===== src/rtl/sched_pkg.sv =====
// Shared types and constants for the lane grant scheduler.
package sched_pkg;

  typedef enum logic [1:0] {
    ALL_RED = 2'd0,
    SELECT  = 2'd1,
    GRANT   = 2'd2,
    CLEAR   = 2'd3
  } sched_state_e;

  localparam logic [1:0] LANE_N = 2'd0;
  localparam logic [1:0] LANE_E = 2'd1;
  localparam logic [1:0] LANE_S = 2'd2;
  localparam logic [1:0] LANE_W = 2'd3;

  localparam int unsigned NUM_LANES = 4;
  localparam int unsigned DENS_W    = 2;
  localparam int unsigned HOLD_W    = 16;
  localparam int unsigned SKIP_W    = 3;
  localparam int unsigned SCORE_W   = 3;

  localparam logic [SKIP_W-1:0] SKIP_MAX = '1;

  // Saturating increment for per-lane skip counters.
  function automatic logic [SKIP_W-1:0] skip_inc(input logic [SKIP_W-1:0] s);
    return (s == SKIP_MAX) ? s : s + SKIP_W'(1);
  endfunction

endpackage


===== src/rtl/rr_priority_pick.sv =====
// Highest-score pick among requesting lanes; ties go to the first lane after ptr.
module rr_priority_pick
  import sched_pkg::*;
(
  input  logic [NUM_LANES-1:0][SCORE_W-1:0] scores,
  input  logic [NUM_LANES-1:0]              req,
  input  logic [1:0]                        ptr,
  output logic [1:0]                        sel,
  output logic                              valid
);

  logic [1:0]         lane;
  logic [SCORE_W-1:0] best;

  // Walk lanes in round-robin order; strict '>' keeps the earliest lane on ties.
  always_comb begin
    sel   = ptr;
    valid = 1'b0;
    best  = '0;
    lane  = ptr;
    for (int k = 1; k <= 4; k++) begin
      lane = ptr + 2'(k);
      if (req[lane] && (!valid || scores[lane] > best)) begin
        valid = 1'b1;
        sel   = lane;
        best  = scores[lane];
      end
    end
  end

endmodule


===== src/rtl/grant_scheduler.sv =====
// Sequential lane grant scheduler: all-red, select, timed grant, clear wait.
// Optional pedestrian score boost enabled by GRANT_SCHED_PED_BOOST_EN.
module grant_scheduler
  import sched_pkg::*;
#(
  parameter int unsigned ALL_RED_TIME  = 20,
  parameter int unsigned HOLD_BASE     = 100,
  parameter int unsigned HOLD_STEP     = 50,
  parameter int unsigned STARVE_LIMIT  = 4,
  parameter int unsigned CLEAR_TIMEOUT = 255
) (
  input  logic       clk,
  input  logic       reset,
  input  logic [7:0] dens,
  input  logic [3:0] ped_req,
  input  logic [3:0] emergency,
  input  logic [3:0] lane_red,
  output logic [3:0] grant,
  output logic [1:0] active_lane,
  output logic       all_red,
  output logic       preempt,
  output logic       wdog_err
);

  sched_state_e                       state;
  logic [HOLD_W-1:0]                  timer;
  logic [1:0]                         ptr;
  logic [NUM_LANES-1:0][SKIP_W-1:0]   skip;

  logic [NUM_LANES-1:0][DENS_W-1:0]   lane_dens;
  logic [NUM_LANES-1:0][SCORE_W-1:0]  score;
  logic [NUM_LANES-1:0]               req;
  logic                               em_hit, st_hit, rr_valid, pick_valid;
  logic [1:0]                         em_idx, st_idx, rr_idx, pick_idx;
  logic [DENS_W-1:0]                  hold_dens;
  logic [HOLD_W-1:0]                  hold_load;

  // Per-lane request and selection score.
  always_comb begin
    lane_dens = dens;
    for (int i = 0; i < 4; i++) begin
      req[i] = (lane_dens[i] != '0) | ped_req[i] | emergency[i];
`ifdef GRANT_SCHED_PED_BOOST_EN
      score[i] = SCORE_W'(lane_dens[i]) + (ped_req[i] ? SCORE_W'(2) : SCORE_W'(0));
`else
      score[i] = SCORE_W'(lane_dens[i]);
`endif
    end
  end

  // Lowest-index emergency and lowest-index starved requester.
  always_comb begin
    em_hit = 1'b0;
    em_idx = LANE_N;
    st_hit = 1'b0;
    st_idx = LANE_N;
    for (int i = 3; i >= 0; i--) begin
      if (emergency[i]) begin
        em_hit = 1'b1;
        em_idx = 2'(i);
      end
      if (req[i] && skip[i] >= SKIP_W'(STARVE_LIMIT)) begin
        st_hit = 1'b1;
        st_idx = 2'(i);
      end
    end
  end

  rr_priority_pick u_pick (
    .scores (score),
    .req    (req),
    .ptr    (ptr),
    .sel    (rr_idx),
    .valid  (rr_valid)
  );

  // Final pick priority and the hold time it implies.
  always_comb begin
    pick_valid = em_hit | st_hit | rr_valid;
    pick_idx   = em_hit ? em_idx : (st_hit ? st_idx : rr_idx);
`ifdef GRANT_SCHED_PED_BOOST_EN
    hold_dens  = (score[pick_idx] >= SCORE_W'(3)) ? DENS_W'(3) : score[pick_idx][DENS_W-1:0];
`else
    hold_dens  = lane_dens[pick_idx];
`endif
    hold_load  = HOLD_W'(HOLD_BASE + HOLD_STEP * 32'(hold_dens));
  end

  // Scheduler FSM with registered outputs; one shared down-counter per phase.
  always_ff @(posedge clk) begin
    if (reset) begin
      state       <= ALL_RED;
      timer       <= HOLD_W'(ALL_RED_TIME);
      ptr         <= LANE_N;
      skip        <= '0;
      grant       <= '0;
      active_lane <= LANE_N;
      all_red     <= 1'b1;
      preempt     <= 1'b0;
      wdog_err    <= 1'b0;
    end else begin
      preempt <= 1'b0;
      case (state)
        ALL_RED: begin
          if (timer <= HOLD_W'(1)) begin
            state   <= SELECT;
            all_red <= 1'b0;
          end else begin
            timer <= timer - HOLD_W'(1);
          end
        end
        SELECT: begin
          if (pick_valid) begin
            state       <= GRANT;
            grant       <= 4'b0001 << pick_idx;
            active_lane <= pick_idx;
            timer       <= hold_load;
            ptr         <= pick_idx;
            for (int i = 0; i < 4; i++) begin
              if (2'(i) == pick_idx) skip[i] <= '0;
              else if (req[i])       skip[i] <= skip_inc(skip[i]);
            end
          end else begin
            state   <= ALL_RED;
            timer   <= HOLD_W'(1);
            all_red <= 1'b1;
          end
        end
        GRANT: begin
          // An emergency on the granted lane freezes the hold timer.
          if (emergency[active_lane]) begin
            timer <= timer;
          end else if (emergency != '0) begin
            grant   <= '0;
            preempt <= 1'b1;
            state   <= CLEAR;
            timer   <= HOLD_W'(CLEAR_TIMEOUT);
          end else if (timer <= HOLD_W'(1)) begin
            grant <= '0;
            state <= CLEAR;
            timer <= HOLD_W'(CLEAR_TIMEOUT);
          end else begin
            timer <= timer - HOLD_W'(1);
          end
        end
        CLEAR: begin
          if (lane_red[active_lane]) begin
            state   <= ALL_RED;
            timer   <= HOLD_W'(ALL_RED_TIME);
            all_red <= 1'b1;
          end else if (timer <= HOLD_W'(1)) begin
            wdog_err <= 1'b1;
            state    <= ALL_RED;
            timer    <= HOLD_W'(ALL_RED_TIME);
            all_red  <= 1'b1;
          end else begin
            timer <= timer - HOLD_W'(1);
          end
        end
        default: begin
          state   <= ALL_RED;
          timer   <= HOLD_W'(ALL_RED_TIME);
          grant   <= '0;
          all_red <= 1'b1;
        end
      endcase
    end
  end

endmodule

===== config.mk =====
export PLATFORM = sky130hd
export DESIGN_NAME = grant_scheduler
export DESIGN_NICKNAME = d
export VERILOG_FILES = /design/src/rtl/sched_pkg.sv /design/src/rtl/rr_priority_pick.sv /design/src/rtl/grant_scheduler.sv
export SDC_FILE = /design/constraint.sdc
export NUM_CORES = 1
export LEC_CHECK = 0
export BUFFER_PORTS_ARGS = -buffer_cell sky130_fd_sc_hd__buf_4
export CAP_MARGIN = 0
export CORE_ASPECT_RATIO = 1.1
export CORE_UTILIZATION = 55
export CTS_CLUSTER_SIZE = 12
export DETAILED_ROUTE_END_ITERATION = 10
export GPL_ROUTABILITY_DRIVEN = 1
export GPL_TIMING_DRIVEN = 1
export PLACE_DENSITY = 0.75
export SYNTH_ARGS = -nofsm -noshare
export SYNTH_HDL_FRONTEND = slang
export SYNTH_SLANG_ARGS = --single-unit

===== constraint.sdc =====
create_clock -name clk -period 9.9 [get_ports clk]
set_input_delay 0.99 -clock clk [delete_from_list [all_inputs] [get_ports clk]]
set_output_delay 0.99 -clock clk [all_outputs]
set_load 0.005 [all_outputs]

Yosys cells after proc, flatten, opt, wreduce, memory -nomap -nowiden
Index checks and enable logic that the tools add are counted.

Shifts and indexed selects: 1. Equal/unequal tests: 21. Order comparisons: 13. Reductions and logical operators: 37. Multipliers: 1. Bitwise logic cells: 12. Muxes and demuxes: 90. Div/mod/pow operators: 0. $add $sub $neg: 9.

Operators with widths (count): $mux 16 (6); $pmux 16 s4 (1); $mux 3 (19); $mux 2 (22); $reduce_and 4->1 (7); $bmux 3 s2 (4); $mux 1 (23); $ne 2x2->1 const B (9); $reduce_bool 2->1 (9); $le 16x1->1 const B (1); $mux 4 (4); $sub 16x1->16 const B (1); $lt 2x3->1 const B (5); $add 3x1->3 const B (4); $bmux 1 s2 (6); $eq 3x3->1 const B (4); $ge 3x3->1 const B (4); $or 1x1->1 (10); $add 7x8->9 const A (1); $gt 3x3->1 (3); $mux 9 (1); $pmux 2 s4 (1); $pmux 4 s2 (1); $logic_and 1x1->1 (7); 20 further kinds (31).

Output and inout port bits: 9. Bits in latches: 0. Logic and storage cells: 195. Memories kept: 0. Input port bits: 22. Bits in writable memories: 0. ROM bits: 0. Bits in registers: 39.

Logic depth before layout (Yosys ltp)
Gate-level depths: netlist of the first run.

Word-level depth: 26. Mapped depth: 33. Gate-level depth less buffers: 30.

Cells and area by module
A second synthesis of the first run with hierarchy kept.

Cell total of the unflattened synthesis: 440. Area total of the unflattened synthesis: 3412.0 um2.

Modules (own cells, without submodules): grant_scheduler (cells each 316, seq. area each 780.7 um2, times used 1, area an instance 2548.7 um2); rr_priority_pick (cells each 124, seq. area each 0.0 um2, times used 1, area an instance 863.3 um2).

Least setup slack after synthesis of the first run
No wires, ideal clock.

Kind: reg-to-reg. From: register ptr[0]. To: register timer[8]. Path slack: 2.724 ns. Required time: 9.768 ns. Cell stages (with the launch flop): 30. Buffers on the path: 3. Period minus slack after synthesis: 7.176 ns. Data arrival time: 7.044 ns. Library setup time: 0.132 ns. Cells stage by stage: dfxtp_1 buf_2 buf_1 buf_1 mux4_2 ha_1 nor2b_1 o21ai_0 nor4b_1 nor2_1 mux2i_1 ha_1 nor2b_1 o21ai_0 a21boi_1 a2bb2oi_4 nor2b_1 nor2_1 ha_1 nor2b_1 o21ai_0 a31oi_1 o41ai_1 o41ai_4 mux4_2 ha_1 o21ai_0 o32ai_1 nand2_1 a21oi_1.

Cells in the longest elaborated chain, start to end: 24. Elaborated cells between the ends (all ways): 58. Classes of those cells: 4 x add/sub; 1 x mul; 3 x order compare; 1 x eq/ne; 38 x mux; 1 x bitwise; 10 x reduce/logical.

Ends and longest elaborated chain: from (decl) (RTL line grant_scheduler.sv:27) `logic [1:0] ptr;`; from (signal assigned) (RTL line grant_scheduler.sv:118) `ptr <= pick_idx;`; $add 2x1->2 (RTL line rr_priority_pick.sv:22) `lane = ptr + 2'(k);`; $bmux 3 s2 or $bmux 1 s2 (tied branches); $mux 3 or $mux 1 (tied branches); $mux 3 or $mux 1 (tied branches) (RTL line rr_priority_pick.sv:23) `if (req[lane] && (!valid || scores[lane] > best)) begin`; $gt 3x3->1 or $logic_not 1->1 (tied branches) (RTL line rr_priority_pick.sv:23); $logic_or 1x1->1 (RTL line rr_priority_pick.sv:23); $logic_and 1x1->1 (RTL line rr_priority_pick.sv:23); $mux 3 or $mux 1 (tied branches) (RTL line rr_priority_pick.sv:23); [... 7 more ...]; $mux 2 (RTL line rr_priority_pick.sv:23); $mux 2 (2 in a row) (RTL line grant_scheduler.sv:80) `pick_idx = em_hit ? em_idx : (st_hit ? st_idx : rr_idx);`; $bmux 2 s2 (RTL line grant_scheduler.sv:84) `hold_dens = lane_dens[pick_idx];`; $mux 2 (not written as such) (RTL line grant_scheduler.sv:84); $mul 5x2->7 (RTL line grant_scheduler.sv:86) `hold_load = HOLD_W'(HOLD_BASE + HOLD_STEP * 32'(hold_dens));`; $add 7x8->9 (RTL line grant_scheduler.sv:86); $mux 9 (RTL line grant_scheduler.sv:113) `if (pick_valid) begin`; $pmux 16 s4 (RTL line grant_scheduler.sv:103) `case (state)`; to (signal assigned) (RTL line grant_scheduler.sv:93) `timer <= HOLD_W'(ALL_RED_TIME);`; to (signal assigned) (RTL line grant_scheduler.sv:109) `timer <= timer - HOLD_W'(1);`; to (signal assigned) (RTL line grant_scheduler.sv:117) `timer <= hold_load;`; to (decl) (RTL line grant_scheduler.sv:26) `logic [HOLD_W-1:0] timer;`.

Several ways; a longest one is shown, not always the timed one. The select of a mux whose other input is x is not followed. A chain may end at the register's enable or synchronous reset.

Final worst setup path of the first run
From: input dens[3]. To: register timer[8].

Cells in the longest elaborated chain, start to end: 26. Elaborated cells between the ends (all ways): 57. Classes of those cells: 1 x add/sub; 1 x mul; 3 x order compare; 37 x mux; 4 x bitwise; 11 x reduce/logical.

Ends and longest elaborated chain: from (decl) (RTL line grant_scheduler.sv:14) `input logic [7:0] dens,`; $reduce_bool 2->1 (RTL line grant_scheduler.sv:42) `req[i] = (lane_dens[i] != '0) | ped_req[i] | emergency[i];`; $or 1x1->1 (2 in a row) (RTL line grant_scheduler.sv:42); $bmux 1 s2 (RTL line rr_priority_pick.sv:23); $mux 1 (not written as such) (RTL line rr_priority_pick.sv:23); $mux 3 or $mux 1 (tied branches) (RTL line rr_priority_pick.sv:23); $gt 3x3->1 or $logic_not 1->1 (tied branches) (RTL line rr_priority_pick.sv:23); $logic_or 1x1->1 (RTL line rr_priority_pick.sv:23); $logic_and 1x1->1 (RTL line rr_priority_pick.sv:23); [... 8 more ...]; $mux 2 (RTL line rr_priority_pick.sv:23); $mux 2 (2 in a row) (RTL line grant_scheduler.sv:80); $bmux 2 s2 (RTL line grant_scheduler.sv:84); $mux 2 (not written as such) (RTL line grant_scheduler.sv:84); $mul 5x2->7 (RTL line grant_scheduler.sv:86); $add 7x8->9 (RTL line grant_scheduler.sv:86); $mux 9 (*) (RTL line grant_scheduler.sv:113); $pmux 16 s4 (*) (RTL line grant_scheduler.sv:103).

Mark *: on every way between the ends. The rest lies on a longest branch, timed or not. The select of a mux whose other input is x is not followed.

==> flow_summary_export.csv, run 1 <==
group,metric,value,unit
status,run_status,"completed",
yosys,post-synth-top-count-cell,"nor2_1",
setup_path,worstPathArrival,7620,ps
sta,grt_setup_unrepaired,"no",
setup_path,critical_path.startpoint_type,"primary input",
yosys,synth_common_cells,"53 x nor2_1, 39 x dfxtp_1, 34 x nand2_1",
floorplanning,fp.dieW,74.6,um
yosys,synth_top_cells_by_area,"dfxtp_1 24%, ha_1 7.8%, nor2_1 6.2%",
yosys,yosys.area_share.simple,0.241,
global_routing,grt_max_degree,27,
sta,max_slew.worst_pin.slew,891,ps
setup_path,worstSetupEndpointType,"flop",
yosys,synthCells,387,
sta,finalHoldViolations,0,
yosys,largest_family_of_logic_cells_by_synthesized_area,"compound AO/OA/AOI/OAI gates",
sta,fin_crit,7430,ps
floorplanning,fp-row-count,28,
place,total_of_buffers_placed_on_input_and_output_ports,30,
cells_and_area,fillers,473,
yosys,netlist_area,3190,um^2
yosys,synth_compound_gate_area_share,0.243,
drt,drt_iter0_drc,302,
global_routing,grt_total_ovfl,0,
clocking,ctsHoldBuffers,0,
global_routing,grt_antenna_before_repair,0,
clocking,clock_path_buffers,2,
yosys,yosys_register_bits,39,
floorplanning,floorplan.die_area,6110,um^2
floorplanning,core,5470,um^2
clocking,tritoncts,"done",
setup_path,crit_required,10090,ps
sta,layout_worst_path_cycle_share,0.750,
yosys,yosysTopAreaCellShare,0.245,
yosys,yosysWarningCount,0,
global_routing,first_global_vias,2739,
drt,post_route_antenna_net_violation_count,0,
yosys,synth_flop_type,"dfxtp_1",
sta,clock_skew,17.9,ps
global_routing,groute.usage.overall,0.271,
clocking,tritoncts.num_buffers,5,
place,dp_hpwl,6100,um
setup_path,critical-path-max-stage-delay,650,ps
floorplanning,initial_core_util,0.583,
yosys,share_of_async_settable_or_async_resettable_flops_after_synthesis,0,
setup_path,type_of_the_worst_setup_path,"primary input to flop",
yosys,syn_area_per_cell,8.24,um^2
floorplanning,io_pins,31,
power_and_ir_drop,peak_ir_drop_on_the_vdd_network,0.168,mV
setup_path,worstPathBufferInverterCount,1,
setup_path,reg2reg_slack,2560,ps
yosys,netlist.top_cell.by_area,"dfxtp_1",
yosys,synth.area.mux_share,0.108,
clocking,insertion_delay,300,ps
setup_path,critical_path_peak_fanout,8,
clocking,numClockSinks,39,
cells_and_area,stdcell_count,482,
yosys,mappedNetlistNets,429,
clocking,ctsHtreeMaxLevel,2,
yosys,synthXorXnorAreaFrac,0.0385,
floorplanning,die-height,81.9,um
power_and_ir_drop,total_leakage_power,1.41,nW
power_and_ir_drop,pwr_density_cell,284,nW/um^2
sta,setup_viol,0,
cells_and_area,post_route_cells_drive_above_1_share,0.157,
drt,via_count,3055,
sta,finalMaxSlewViolations,0,
sta,slew_headroom,0.401,
job,max_cap_violations,0,
cells_and_area,antenna_cells,0,
drt,dr.pass1.iters,6,
drt,detail_route.drc_violations,0,
place,place_inst,474,
yosys,synth_fa_ha_area_frac,0.0785,
cells_and_area,nets,448,
drt,routedWlPerCell,16.7,um
clocking,cts.reportedPaths.clkPinSlew,90,ps
yosys,number_of_synthesized_flops_with_an_enable_pin,0,
sta,timing.fmax,135,MHz
cells_and_area,syn_to_final_growth,11.1,%
place,finalWeightedCongestion,0.913,
clocking,cts_setup_buffers,0,
drt,avgViaCountPerCell,6.34,
sta,setup_tns,0,ps
global_routing,grt_first_pass_wirelength,12900,um
clocking,cts_repair_resized_insts,0,
drt,wl,8060,um
clocking,clk_root_buffer_cell,"clkbuf_8",
min_path,holdCritPathClass,"flop to flop",
yosys,synth_cell_type_count,62,
yosys,synth.yosys.seq_area_share,0.245,
setup_path,cp_slowest_cell,"o41ai_1",
setup_path,cp_top_delay_family,"compound AO/OA/AOI/OAI gates",
-- power breakdown --
part | leakage [nW] | internal (W) | switching (W)
Combinational | 1.04 | 0.000286 | 0.000373
Sequential | 0.316 | 0.000187 | 0.0000438
Clock | 0.0516 | 0.0000570 | 0.0000598
Total | 1.41 | 0.000530 | 0.000477
-- per-layer routing --
layer | track usage | wire, um | vias up
met5 | 0 | 0 | -
met4 | 0.0981 | 187 | 0
met3 | 0.0405 | 435 | 20
met2 | 0.435 | 3700 | 116
met1 | 0.366 | 3750 | 1430
li1 | - | - | 1489
-- worst min-delay path, stage by stage (launching register included) --
cell     delay [ps]
dfxtp_1         320
nand2_1          50
o32ai_1          60
-- final cells by class --
| class | instances | area, um^2 | share of cell area |
|---|---|---|---|
| well taps | 75 | 93.8 | 0.0265 |
| flip-flops and latches | 39 | 781 | 0.220 |
| clock buffers | 6 | 82.6 | 0.0233 |
| multi-input cells | 311 | 2260 | 0.638 |
| repair buffers | 34 | 255 | 0.0721 |
| inverters | 15 | 56.3 | 0.0159 |
| clock inverters | 2 | 13.8 | 0.00389 |
-- sequential cells by signal (all words and copies together) (netlist names), named ones only --
signal,count
timer,16
all_red,1
ptr,2
wdog_err,1
state,1
preempt,1
skip,12
grant,4
-- layout by cell type (no fill, tap or decap), types with 3 or more instances in the layout --
cell	n
xor2_1	10
ha_1	20
a211o_1	4
a211oi_1	8
or4_1	8
o221ai_1	3
a21oi_1	18
o31ai_1	3
or3_1	7
o41ai_1	4
dfxtp_1	39
nand2_1	34
a221o_1	5
nand3b_1	3
buf_4	34
o32ai_1	3
xnor2_1	4
nor2_1	53
nor4_1	6
a21o_1	4
o21ai_0	12
inv_1	14
nor2b_1	9
a22oi_1	3
nand2b_1	7
nor3_1	15
clkbuf_8	6
mux2i_1	14
o22ai_1	9
a32oi_1	3
mux4_2	8
-- kinds of logic (layout without fill, tap and decap cells) --
| logic type | after synthesis | in the layout |
|---|---|---|
| AO/OA/AOI/OAI | 99 | 99 |
| XOR/XNOR | 14 | 14 |
| adder cells (fa/ha/maj) | 20 | 20 |
| buffers and inverters | 37 | 57 |
| flip-flops | 39 | 39 |
| multiplexers | 24 | 24 |
| AND/OR/NAND/NOR | 154 | 154 |
-- metrics by stage --
| stage | setup WS [ps] | hold WS, ps | total power, W | cell area (um^2) | utilization |
|---|---|---|---|---|---|
| 2_1_floorplan | 2720 | 444 | 0.000748 | 3190 | - |
| 3_3_place_gp | 2520 | 454 | 0.000860 | 3450 | 0.630 |
| 3_5_place_dp | 2260 | 471 | 0.000877 | 3450 | 0.630 |
| 4_1_cts | 2550 | 482 | 0.000998 | 3540 | 0.648 |
| 5_1_grt | 2070 | 513 | 0.00108 | 3540 | 0.648 |
| 6_report | 2470 | 478 | 0.00101 | 3540 | 0.648 |
-- path summary, 6_finish.rpt --
| path | from | to | cells past startpoint |
|---|---|---|---|
| max reg2reg | ptr[0] | timer[8] | 26 |
| min reg2reg | skip[10] | skip[10] | 2 |
| max | dens[3] | timer[8] | 27 |
| min | skip[10] | skip[10] | 2 |
Note: power is estimated with default switching activity, not from simulation.
==> inputs of run 2 (changes only) <==
--- a/config.mk
+++ b/config.mk
@@ -5,6 +5,7 @@
 export SDC_FILE = /design/constraint.sdc
 export NUM_CORES = 1
 export LEC_CHECK = 0
+export ABC_AREA = 1
 export BUFFER_PORTS_ARGS = -buffer_cell sky130_fd_sc_hd__buf_4
 export CAP_MARGIN = 0
 export CORE_ASPECT_RATIO = 1.1
==> constraint.sdc (replaced) <==
create_clock -name clk -period 7.6 [get_ports clk]
set_input_delay 0.76 -clock clk [delete_from_list [all_inputs] [get_ports clk]]
set_output_delay 0.76 -clock clk [all_outputs]
set_load 0.005 [all_outputs]
==> flow_summary_export.csv, run 2 <==
group,metric,value,unit
yosys,yosys_register_bits,39,
yosys,post-synth-top-count-cell,"nand2_1",
global_routing,first_global_vias,2884,
sta,layout_worst_path_cycle_share,0.765,
cells_and_area,fillers,552,
yosys,netlist_area,3150,um^2
clocking,ctsHoldBuffers,0,
clocking,cts_repair_resized_insts,0,
sta,setup_tns,0,ps
floorplanning,io_pins,31,
floorplanning,fp-row-count,28,
sta,clock_skew,10.5,ps
sta,grt_setup_unrepaired,"no",
power_and_ir_drop,clock_power_share,0.109,
yosys,synth.yosys.seq_area_share,0.248,
global_routing,grt_total_ovfl,0,
setup_path,worstSetupEndpointType,"flop",
sta,fin_ws,1790,ps
clocking,numClockSinks,39,
place,dp_hpwl,5880,um
sta,finalMaxSlewViolations,0,
drt,routedWlPerCell,12.6,um
sta,finalHoldViolations,0,
clocking,clk_root_buffer_cell,"clkbuf_8",
cells_and_area,mostFrequentLayoutCells,"121 x nand2_1, 65 x inv_1, 50 x nor2_1",
clocking,cts.reportedPaths.clkPinSlew,90,ps
yosys,synth_top_cells_by_area,"dfxtp_1 25%, nand2_1 14%, ha_1 7.9%",
sta,timing.fmax,172,MHz
yosys,yosysWarningCount,0,
clocking,clock_path_buffers,2,
sta,slew_headroom,0.300,
global_routing,groute.usage.overall,0.273,
floorplanning,fp.dieW,74.2,um
job,max_cap_violations,0,
yosys,share_of_async_settable_or_async_resettable_flops_after_synthesis,0,
setup_path,cp_slowest_cell,"dfxtp_1",
setup_path,critical_path_peak_fanout,26,
status,run_status,"completed",
yosys,synthCells,503,
cells_and_area,largest-register,"timer",
setup_path,type_of_the_worst_setup_path,"flop to flop",
setup_path,critical_path.startpoint_type,"flop",
sta,max_slew.worst_pin.slew,1050,ps
setup_path,critical-path-max-stage-delay,870,ps
global_routing,grt_antenna_before_repair,0,
cells_and_area,mostFrequentLayoutCell,"nand2_1",
power_and_ir_drop,pwr_density_cell,395,nW/um^2
drt,post_route_antenna_net_violation_count,0,
yosys,synth_common_cells,"121 x nand2_1, 65 x inv_1, 50 x nor2_1",
cells_and_area,syn_to_final_growth,11.5,%
cells_and_area,layout_top_registers,"timer x16, skip x12, grant x4",
clocking,ctsHtreeMaxLevel,2,
power_and_ir_drop,portion_of_total_power_attributed_to_sequential_cells,0.214,
setup_path,crit_required,7810,ps
yosys,number_of_synthesized_flops_with_an_enable_pin,0,
yosys,netlist.top_cell.by_area,"dfxtp_1",
place,pre_cts_slack,1890,ps
sta,setup_viol,0,
drt,wl,7600,um
setup_path,most_common_cell_type_on_the_critical_path,"nand2_1",
power_and_ir_drop,total_leakage_power,1.68,nW
cells_and_area,post_route_cells_drive_above_1_share,0.145,
setup_path,worstPathArrival,6020,ps
global_routing,grt_max_degree,30,
drt,drt_iter0_drc,237,
min_path,holdCritPathClass,"flop to flop",
floorplanning,die-height,81.4,um
yosys,yosysTopAreaCellShare,0.248,
power_and_ir_drop,p_sw,0.000744,W
place,total_of_buffers_placed_on_input_and_output_ports,30,
clocking,cts_setup_buffers,0,
floorplanning,initial_core_util,0.577,
drt,via_count,3312,
floorplanning,core,5470,um^2
sta,fin_crit,5810,ps
floorplanning,floorplan.die_area,6040,um^2
power_and_ir_drop,pwr-share-comb,0.677,
drt,detail_route.drc_violations,0,
place,finalWeightedCongestion,0.886,
yosys,mappedNetlistNets,545,
yosys,synth_cell_type_count,39,
global_routing,grt_first_pass_wirelength,12800,um
clocking,tritoncts,"done",
power_and_ir_drop,power.share.switching,0.536,
clocking,insertion_delay,310,ps
power_and_ir_drop,peak_ir_drop_on_the_vdd_network,0.242,mV
yosys,syn_area_per_cell,6.27,um^2
cells_and_area,largest_reg_flops,16,
yosys,synth_flop_type,"dfxtp_1",
clocking,tritoncts.num_buffers,5,
drt,avgViaCountPerCell,5.47,
drt,dr.pass1.iters,5,
power_and_ir_drop,power.internal,0.000643,W
cells_and_area,nets,571,
cells_and_area,antenna_cells,0,
-- run 2: cell count changes after synthesis, sizes merged, moves of 8 or more --
cell / change
a21oi: +23
inv: +57
mux2i: -14
mux4: -8
nand2: +104
nand3: +32
nand4: +14
nor2b: -9
nor3: -11
o21ai: +30
o22ai: -9
or4: -8
-- run 2: worst max-delay path: cells and delay by family (launching register included) --
kind | cells | cell delay (ps)
AO/OA/AOI/OAI | 9 | 1280
adder cells (fa/ha/maj) | 4 | 1120
buffers and inverters | 7 | 550
flip-flops | 1 | 870
AND/OR/NAND/NOR | 22 | 1830
-- run 2: cell type report --
type / instances / area [um^2] / area share
multi-input combinational: 381 / 2050 / 0.582
sequential: 39 / 781 / 0.222
inverter: 72 / 275 / 0.0783
timing repair buffer: 30 / 225 / 0.0641
tap: 75 / 93.8 / 0.0267
clock buffer: 5 / 68.8 / 0.0196
clock inverter: 3 / 23.8 / 0.00677
-- run 2: logic make-up (layout without fill, tap and decap cells) --
kind of cell	count (synthesis)	after routing	synth area share
and+or+nand+nor	252	252	0.362
DFF	39	39	0.248
AOI/OAI and AO/OA	100	100	0.182
adders and majority gates	20	20	0.0794
buffers and inverters	83	110	0.103
xor gates and xnor gates	9	9	0.0250
-- run 2: layer usage --
| metal | vias to the layer above | GRT usage | share of wire |
|---|---|---|---|
| met2 | 106 | 0.427 | 0.44 |
| met1 | 1491 | 0.379 | 0.49 |
| li1 | 1704 | - | - |
| met3 | 11 | 0.0360 | 0.054 |
| met5 | - | 0 | 0 |
| met4 | 0 | 0.100 | 0.016 |
-- run 2: metrics by stage --
step	hold WS (ps)	utilization	cells	total power, W	area [um^2]
floorplan	443	-	503	0.00103	3150
global placement	452	0.626	597	0.00120	3420
detailed placement	456	0.626	597	0.00122	3420
CTS	470	0.643	605	0.00138	3510
global route	493	0.643	605	0.00154	3510
finish	467	0.643	605	0.00139	3510
-- run 2: worst paths after layout --
path,startpoint,to,slack (ps),cells past startpoint
worst max register to register,ptr[0],timer[8],1790,42
worst min-delay path,skip[4],skip[4],470,2
worst max-delay path,ptr[0],timer[8],1790,42
worst min register to register,skip[4],skip[4],470,2
-- run 2: power groups by stage --
| stage | sequential (W) | clock [W] | combinational, W |
|---|---|---|---|
| 3_5_place_dp | 0.000300 | 0 | 0.000921 |
| 3_3_place_gp | 0.000299 | 0 | 0.000898 |
| 4_1_cts | 0.000295 | 0.000155 | 0.000926 |
| 5_1_grt | 0.000305 | 0.000163 | 0.00107 |
| 6_report | 0.000296 | 0.000152 | 0.000939 |
| 2_1_floorplan | 0.000275 | 0 | 0.000757 |
==> inputs of run 3 (changes only) <==
--- a/config.mk
+++ b/config.mk
@@ -5,16 +5,16 @@
 export SDC_FILE = /design/constraint.sdc
 export NUM_CORES = 1
 export LEC_CHECK = 0
-export ABC_AREA = 1
+export ABC_AREA = 0
 export BUFFER_PORTS_ARGS = -buffer_cell sky130_fd_sc_hd__buf_4
 export CAP_MARGIN = 0
 export CORE_ASPECT_RATIO = 1.1
-export CORE_UTILIZATION = 55
+export CORE_UTILIZATION = 54
 export CTS_CLUSTER_SIZE = 12
 export DETAILED_ROUTE_END_ITERATION = 10
 export GPL_ROUTABILITY_DRIVEN = 1
 export GPL_TIMING_DRIVEN = 1
-export PLACE_DENSITY = 0.75
+export PLACE_DENSITY = 0.77
 export SYNTH_ARGS = -nofsm -noshare
 export SYNTH_HDL_FRONTEND = slang
 export SYNTH_SLANG_ARGS = --single-unit
==> constraint.sdc (replaced) <==
create_clock -name clk -period 4.8 [get_ports clk]
set_input_delay 0.48 -clock clk [delete_from_list [all_inputs] [get_ports clk]]
set_output_delay 0.48 -clock clk [all_outputs]
set_load 0.005 [all_outputs]
==> flow_summary_export.csv, run 3 (synthesis gave the netlist of run 1 again) <==
group,metric,value,unit
place,place_inst,533,
drt,via_count,3468,
setup_path,cp_top_delay_family,"simple AND/OR/NAND/NOR gates",
sta,grt_setup_unrepaired,"yes",
sta,tightest_hold_margin,478,ps
global_routing,groute.usage.overall,0.312,
clocking,tritoncts,"done",
cells_and_area,post_route_cells_drive_above_1_share,0.343,
global_routing,first_global_vias,3296,
cells_and_area,multiInputGateArea,2460,um^2
clocking,ctsHtreeMaxLevel,2,
status,failed_checks,"setup timing",
cells_and_area,nets,516,
global_routing,grt_first_pass_wirelength,14800,um
sta,slew_headroom,0.178,
sta,setup_viol,26,
sta,fin_ws,-951,ps
cells_and_area,syn_to_final_growth,34.7,%
global_routing,groute.layer.met2.usage,0.556,
setup_path,critical_path_peak_fanout,4,
sta,clock_skew,11.7,ps
sta,finalHoldViolations,0,
clocking,clk_root_buffer_cell,"clkbuf_8",
drt,dr.pass1.iters,5,
drt,post_route_antenna_net_violation_count,0,
drt,routedWlPerCell,17.2,um
setup_path,critical_path_depth,26,
floorplanning,floorplan.die_area,6220,um^2
cells_and_area,antenna_cells,0,
cells_and_area,mostFrequentLayoutCells,"98 x buf_4, 51 x nor2_1, 37 x dfxtp_1",
setup_path,worstPathArrival,5920,ps
floorplanning,fp-row-count,28,
place,total_of_buffers_placed_on_input_and_output_ports,30,
floorplanning,core,5540,um^2
setup_path,worstPathBufferInverterCount,0,
setup_path,critical-path-max-stage-delay,620,ps
global_routing,use_met3,0.0498,
power_and_ir_drop,peak_ir_drop_on_the_vdd_network,0.616,mV
drt,wl,9440,um
clocking,numClockSinks,39,
place,dp_hpwl,7010,um
cells_and_area,largest_reg_flops,16,
min_path,holdCritPathClass,"flop to flop",
cells_and_area,fillers,391,
global_routing,grt_max_degree,27,
drt,avgViaCountPerCell,6.31,
cells_and_area,mostFrequentLayoutCell,"buf_4",
clocking,cts.reportedPaths.clkPinSlew,90,ps
floorplanning,die-height,82.6,um
status,run_status,"finished, violations left",
cells_and_area,stdcell_count,550,
cells_and_area,area_taken_by_flip_flops_and_latches,786,um^2
sta,layout_worst_path_cycle_share,1.20,
global_routing,grt_antenna_before_repair,0,
setup_path,reg2reg_depth,26,
job,max_cap_violations,0,
setup_path,most_common_cell_type_on_the_critical_path,"nor2b_4",
floorplanning,io_pins,31,
sta,timing.fmax,174,MHz
cells_and_area,largest-register,"timer",
sta,finalMaxSlewViolations,0,
cells_and_area,layout_top_registers,"timer x16, skip x12, grant x4",
setup_path,cp_slowest_cell,"mux4_2",
floorplanning,fp.dieW,75.3,um
setup_path,worstSetupEndpointType,"flop",
global_routing,grt_total_ovfl,0,
clocking,tritoncts.num_buffers,5,
power_and_ir_drop,total_leakage_power,1.79,nW
sta,max_slew.worst_pin.slew,1230,ps
global_routing,grt_most_used_layer,"met2",
global_routing,grt_use_met1,0.348,
sta,fin_crit,5750,ps
setup_path,crit_required,4970,ps
sta,setup_tns,-13940,ps
min_path,min_path_cells,2,
drt,drt_iter0_drc,185,
drt,detail_route.drc_violations,0,
setup_path,type_of_the_worst_setup_path,"flop to flop",
place,finalWeightedCongestion,0.934,
power_and_ir_drop,total_power,0.00280,W
setup_path,critical_path.startpoint_type,"flop",
power_and_ir_drop,pwr_density_cell,652,nW/um^2
floorplanning,initial_core_util,0.576,
clocking,clock_path_buffers,2,
cells_and_area,finish.utilization,0.776,
clocking,insertion_delay,300,ps
[run 3: layout make-up]
cell class	instances	share of cell area
multi-input cells	311	0.573
flip-flops and latches	39	0.183
repair buffers	102	0.182
well taps	75	0.0219
clock buffers	5	0.0160
inverters	15	0.0131
clock inverters	3	0.0108
[run 3: metal layers]
metal / routed length [um] / vias to the layer above
met3: 577 / 45
met1: 3670 / 1634
li1: - / 1625
met4: 422 / 0
met2: 4770 / 164
met5: 0 / -
[run 3: path summary, 6_finish.rpt]
kind / startpoint / end / slack (ps)
setup / recovery: ptr[0] / timer[8] / -950
hold / removal: skip[10] / skip[10] / 480
setup reg to reg: ptr[0] / timer[8] / -950
hold reg to reg: skip[10] / skip[10] / 480
[run 3: worst reg2reg max path, cell delays in order (launching register included)]
cell       delay, ps
dfxtp_4          390
mux4_2           560
ha_4             240
nor2b_4          120
o21ai_2          140
nor4b_4          250
nor2_2            70
mux2i_2          240
ha_1             280
nor2b_1          140
o21ai_1          170
a21boi_4         230
a2bb2oi_4        210
nor2b_4          170
nor2_1            50
ha_1             290
nor2b_4          140
o21ai_4          150
a31oi_4          110
and3_4           180
nor3_4           240
mux4_2           620
ha_4             280
o21ai_2          110
o32ai_1           90
nand2_1           90
a21oi_1           60
[run 3: timing repair]
action | in CTS | in global routing
hold buffers | 0 | 0
buffers inserted | 5 | 6
endpoints found under the setup margin | 26 | 26
pin swaps | 10 | 14
gates resized for setup | 17 | 17
endpoints found under the hold margin | 0 | 0
[run 3: through the flow]
step	cell area, um^2	worst slack, ps
after floorplan	3330	-1180
after global placement	3980	-970
after detailed placement	3980	-1220
after CTS	4190	-831
after global routing	4290	-1220
final	4290	-951
[run 3: where the power goes]
part,internal (W),total (W),switching (W)
Combinational,0.00103,0.00205,0.00102
Clock,0.000157,0.000285,0.000128
Sequential,0.000387,0.000470,0.0000830
Total,0.00157,0.00280,0.00123
